[src/rtl/hart_mem_arbiter.sv]
// rtl/hart_mem_arbiter.sv - round-robin request/grant arbiter for the shared hart memory/MMU port
// A grant is held until w_done (or lock-extended); r_sel stays on the last granted hart after release.
module hart_mem_arbiter #(
    parameter int N_HARTS          = 2,
    parameter int MAX_GRANT_CYCLES = 64
) (
    input  logic                       CLK,
    input  logic                       RST_X,
    input  logic [N_HARTS-1:0]         w_req,
    input  logic [N_HARTS-1:0]         w_lock,
    input  logic                       w_done,
    input  logic                       w_busy,
    input  logic                       w_mode_is_cpu,
    input  logic                       w_next_mode_is_mc,
    output logic [N_HARTS-1:0]         r_grant,
    output logic [$clog2(N_HARTS)-1:0] r_sel,
    output logic                       r_valid,
    output logic [N_HARTS-1:0]         w_core_busy,
    output logic                       r_timeout
);

    localparam int SW = $clog2(N_HARTS);
    localparam int CW = $clog2(MAX_GRANT_CYCLES + 1);
    localparam logic [CW-1:0] CNT_MAX = CW'(MAX_GRANT_CYCLES);

    typedef enum logic [1:0] {
        S_IDLE   = 2'd0,
        S_GRANT  = 2'd1,
        S_SWITCH = 2'd2
    } state_t;

    state_t              state_q, state_d;
    logic [N_HARTS-1:0]  grant_q, grant_d;
    logic                valid_q, valid_d;
    logic [SW-1:0]       sel_q, sel_d;
    logic [SW-1:0]       last_q, last_d;
    logic [CW-1:0]       cnt_q, cnt_d;
    logic                timeout_q, timeout_d;

    logic                arb_en;
    logic                win_found;
    logic [SW-1:0]       win_idx;
    int                  scan_idx;

    always_ff @(posedge CLK or negedge RST_X) begin
        if (!RST_X) begin
            state_q   <= S_IDLE;
            grant_q   <= '0;
            valid_q   <= 1'b0;
            sel_q     <= '0;
            last_q    <= SW'(N_HARTS - 1);
            cnt_q     <= '0;
            timeout_q <= 1'b0;
        end else begin
            state_q   <= state_d;
            grant_q   <= grant_d;
            valid_q   <= valid_d;
            sel_q     <= sel_d;
            last_q    <= last_d;
            cnt_q     <= cnt_d;
            timeout_q <= timeout_d;
        end
    end

    // Scan starts one past the last served hart so every requester is reached within N_HARTS grants.
    always_comb begin
        win_found = 1'b0;
        win_idx   = '0;
        scan_idx  = 0;
        for (int i = 1; i <= N_HARTS; i++) begin
            scan_idx = (int'(last_q) + i) % N_HARTS;
            if (!win_found && w_req[scan_idx[SW-1:0]]) begin
                win_found = 1'b1;
                win_idx   = scan_idx[SW-1:0];
            end
        end
        arb_en = w_mode_is_cpu && !w_next_mode_is_mc && win_found;
    end

    always_comb begin
        state_d   = state_q;
        grant_d   = grant_q;
        valid_d   = valid_q;
        sel_d     = sel_q;
        last_d    = last_q;
        cnt_d     = cnt_q;
        timeout_d = timeout_q;
        case (state_q)
            S_IDLE, S_SWITCH: begin
                if (arb_en) begin
                    grant_d          = '0;
                    grant_d[win_idx] = 1'b1;
                    sel_d            = win_idx;
                    valid_d          = 1'b1;
                    cnt_d            = '0;
                    state_d          = S_GRANT;
                end else begin
                    state_d = S_IDLE;
                end
            end
            S_GRANT: begin
                if (w_done) begin
                    if (w_lock[sel_q] && w_req[sel_q]) begin
                        cnt_d = '0;
                    end else begin
                        last_d  = sel_q;
                        grant_d = '0;
                        valid_d = 1'b0;
                        state_d = S_SWITCH;
                    end
                end else if (!w_req[sel_q] && !w_busy) begin
                    // Abandoned request: pointer untouched so the hart keeps its turn.
                    grant_d = '0;
                    valid_d = 1'b0;
                    state_d = S_IDLE;
                end else begin
                    if (cnt_q != CNT_MAX) begin
                        cnt_d = cnt_q + 1'b1;
                    end
                    if (cnt_d == CNT_MAX) begin
                        timeout_d = 1'b1;
                    end
                end
            end
            default: begin
                grant_d = '0;
                valid_d = 1'b0;
                state_d = S_IDLE;
            end
        endcase
    end

    always_comb begin
        r_grant   = grant_q;
        r_sel     = sel_q;
        r_valid   = valid_q;
        r_timeout = timeout_q;
        for (int h = 0; h < N_HARTS; h++) begin
            w_core_busy[h] = (valid_q && grant_q[h]) ? w_busy : 1'b1;
        end
    end

endmodule

[config.mk]
export PLATFORM = sky130hd
export DESIGN_NAME = hart_mem_arbiter
export DESIGN_NICKNAME = d
export VERILOG_FILES = /design/src/rtl/hart_mem_arbiter.sv
export SDC_FILE = /design/constraint.sdc
export NUM_CORES = 1
export LEC_CHECK = 0
export CAP_MARGIN = 20
export CELL_PAD_IN_SITES_DETAIL_PLACEMENT = 1
export CELL_PAD_IN_SITES_GLOBAL_PLACEMENT = 1
export CORE_AREA = 2 2 59 61
export CTS_CLUSTER_DIAMETER = 40
export DETAILED_ROUTE_END_ITERATION = 10
export DIE_AREA = 0 0 61 63
export PLACE_DENSITY = 0.63
export SLEW_MARGIN = 20
export SYNTH_ARGS = -nofsm -noshare
export SYNTH_HDL_FRONTEND = slang
export SYNTH_SLANG_ARGS = --single-unit
[constraint.sdc]
create_clock -name CLK -period 2.47 [get_ports CLK]
set_clock_uncertainty 0.15 [all_clocks]
set_input_delay 0.494 -clock CLK [delete_from_list [all_inputs] [get_ports CLK]]
set_output_delay 0.494 -clock CLK [all_outputs]
set_load 0.02 [all_outputs]
==> results of run 1 <==
## metrics by stage
stage | utilization | cells | hold slack (ns) | power (mW) | worst slack, ns
final | 0.364 | 166 | 0.325 | 0.850 | 0.120
after global routing | 0.364 | 166 | 0.352 | 0.921 | 0.0567
after CTS | 0.364 | 166 | 0.334 | 0.862 | 0.104
after detailed placement | 0.356 | 162 | 0.308 | 0.719 | 0.114
after global placement | 0.356 | 162 | 0.304 | 0.710 | 0.146
after floorplan | - | 98 | 0.0484 | 0.572 | 0.823
## report_power, final
| group | switching (mW) | internal [mW] | total, mW |
|---|---|---|---|
| Sequential | 0.0676 | 0.308 | 0.376 |
| Clock | 0.0787 | 0.0627 | 0.141 |
| Combinational | 0.170 | 0.162 | 0.333 |
| Total | 0.317 | 0.533 | 0.850 |
## metal layers
metal	routed length, um	GRT usage	part of all wire	vias up
met3	78	0.0186	0.034	5
met4	35	0.0489	0.015	0
met1	1030	0.164	0.45	423
met5	0	0	0	-
li1	-	-	-	408
met2	1140	0.228	0.50	20
## layout make-up
cell class	count	area (um^2)	area share
Multi-Input combinational cell	73	503	0.428
Clock buffer	4	26.3	0.0223
Sequential cell	15	377	0.320
Inverter	10	37.5	0.0319
Timing Repair Buffer	18	175	0.149
Tap cell	46	57.6	0.0489
## sequential cells by signal, indices dropped and copies added (netlist names)
signal	cells
cnt_q	7
last_q	1
r_grant	2
r_sel	1
r_timeout	1
r_valid	1
state_q	2
## worst max path at each step
stage / startpoint / end / slack (ns) / cells past startpoint
global placement: w_busy / w_core_busy[0] / 0.15 / 4
global route: w_busy / w_core_busy[0] / 0.06 / 4
finish: w_busy / w_core_busy[0] / 0.12 / 4
detailed placement: w_busy / w_core_busy[0] / 0.11 / 4
floorplan: cnt_q[0]$_DFFE_PN0P_ / r_timeout$_DFFE_PN0P_ / 0.82 / 6
CTS: w_busy / w_core_busy[0] / 0.10 / 4
## synthesized netlist by cell type (all sizes together), types with 3 or more instances
| cell type | count | share of area |
|---|---|---|
| a21oi | 3 | 0.016 |
| and3 | 3 | 0.022 |
| dfrtp | 14 | 0.38 |
| inv | 10 | 0.041 |
| mux2 | 4 | 0.049 |
| nand2 | 4 | 0.016 |
| nand2b | 3 | 0.020 |
| nand3 | 6 | 0.038 |
| nor2 | 8 | 0.033 |
| o21ai | 10 | 0.059 |
| or3 | 3 | 0.020 |
## kinds of logic (layout without fill, tap and decap cells)
family | count (synthesis) | after routing | share of synthesized area
AOI/OAI and AO/OA | 24 | 24 | 0.181
muxes | 6 | 6 | 0.0709
buffers and inverters | 10 | 32 | 0.0409
and+or+nand+nor | 40 | 40 | 0.259
DFF | 15 | 15 | 0.411
xor gates and xnor gates | 1 | 1 | 0.00955
adders and majority gates | 2 | 2 | 0.0273
==> out/metrics.yaml, run 1 <==
finalCritPeriodShare: 0.951
max_stage_delay_ns: 0.59
finalHoldViolations: 0
dp_hpwl_mm: 1.80
grt_pass1_wl_mm: 3.91
cts_tree: "done"
layout-drive-gt1-share: 0.142
setup_violations: 0
worst_pin_slew_ns: 0.683
ios: 17
hold_path.class: "register to register"
placed_area_um2: 1150
fp.coreArea_um2: 3230
r2r-end: "r_timeout$_DFFE_PN0P_"
die_x_um: 61
fmax_mhz: 426
arrival_ns: 1.71
hold_end: "r_timeout$_DFFE_PN0P_"
mostFrequentLayoutCell: "clkdlybuf4s50_1"
antenna_cells: 0
final_cell_area_um2: 1180
synth_edf_count: 0
row_count: 21
clock_insertion_delay_worst_skew_ns: 0.28
hold_depth: 1
path_buf_inv: 2
track_usage: 0.133
max-vdd-ir-drop_uv: 281
grt.overflow.total: 0
relSlewSlack: 0.543
ant_nets: 0
dieArea_um2: 3840
final_cell_mix: "clkdlybuf4s50_1 (16), dfrtp_1 (14), inv_1 (9)"
cts_hold_buf: 0
power_density_nw_per_um2: 723
synth-seq-cells: 15
grt_pass1_vias: 857
drv_slew: 0
reg2reg_depth: 6
r2r_start: "cnt_q[0]$_DFFE_PN0P_"
drt-total-wl_mm: 2.28
drt-pass1-iter-count: 4
filler_cell_count: 388
endpoint_kind: "output port"
drt-initial-drc-count: 27
port_buffers: 16
crit_family: "buffers and inverters"
rrSetupSlack_ns: 0.67
fin_tns_setup_ns: 0
cp_max_fo: 2
cts_setup_buffers: 0
cts-buffers-inserted: 3
p_leak_nw: 0.484
vias: 856
synth-async-reset-ratio: 1.00
rsz0062_at_grt: "no"
seq_area_frac_synth: 0.411
post-route-min-period_ns: 2.35
drc: 0
timing.max_cap.violations: 0
cts_root_buf: "clkbuf_4"
die_height_um: 63
ctsLongestPathBuffers: 2
grt_max_degree: 16
synth.avg_cell_area_um2: 9.36
ys_types: 41
path_cells: "clkdlybuf4s50_1 > nor2_1 > nand2_1 > clkdlybuf4s50_1"
synth_area_um2: 917
cts_resized: 0
start_kind: "primary input"
gp_congestion: 0.756
start_util: 0.284
min-delay-start: "r_timeout$_DFFE_PN0P_"
critPathKind: "primary input to output port"
clock-sinks: 15
status: "finished, final reports clean"
slowest_stage: "clkdlybuf4s50_1"
yosysWarnings: 0
viasPerCell: 5.16
antenna_found_initial: 0
nets: 133
cts-htree-levels: 1
cp.required_ns: 1.83
crit_top_cell: "clkdlybuf4s50_1"
synthCells: 98
path_clk_slew_ns: 0.09
wl_per_cell_um: 13.8
syn_nets: 110
area.growth.synth_to_final_pct: 28.2
ys.flop_type: "dfrtp_1"
Power figures use the tool's default switching activity.
==> run 2, diff against run 1 <==
CAP_MARGIN = default   (was 20)
==> results of run 2 <==
Final layout, timing and power as in run 1 (identical DEF).
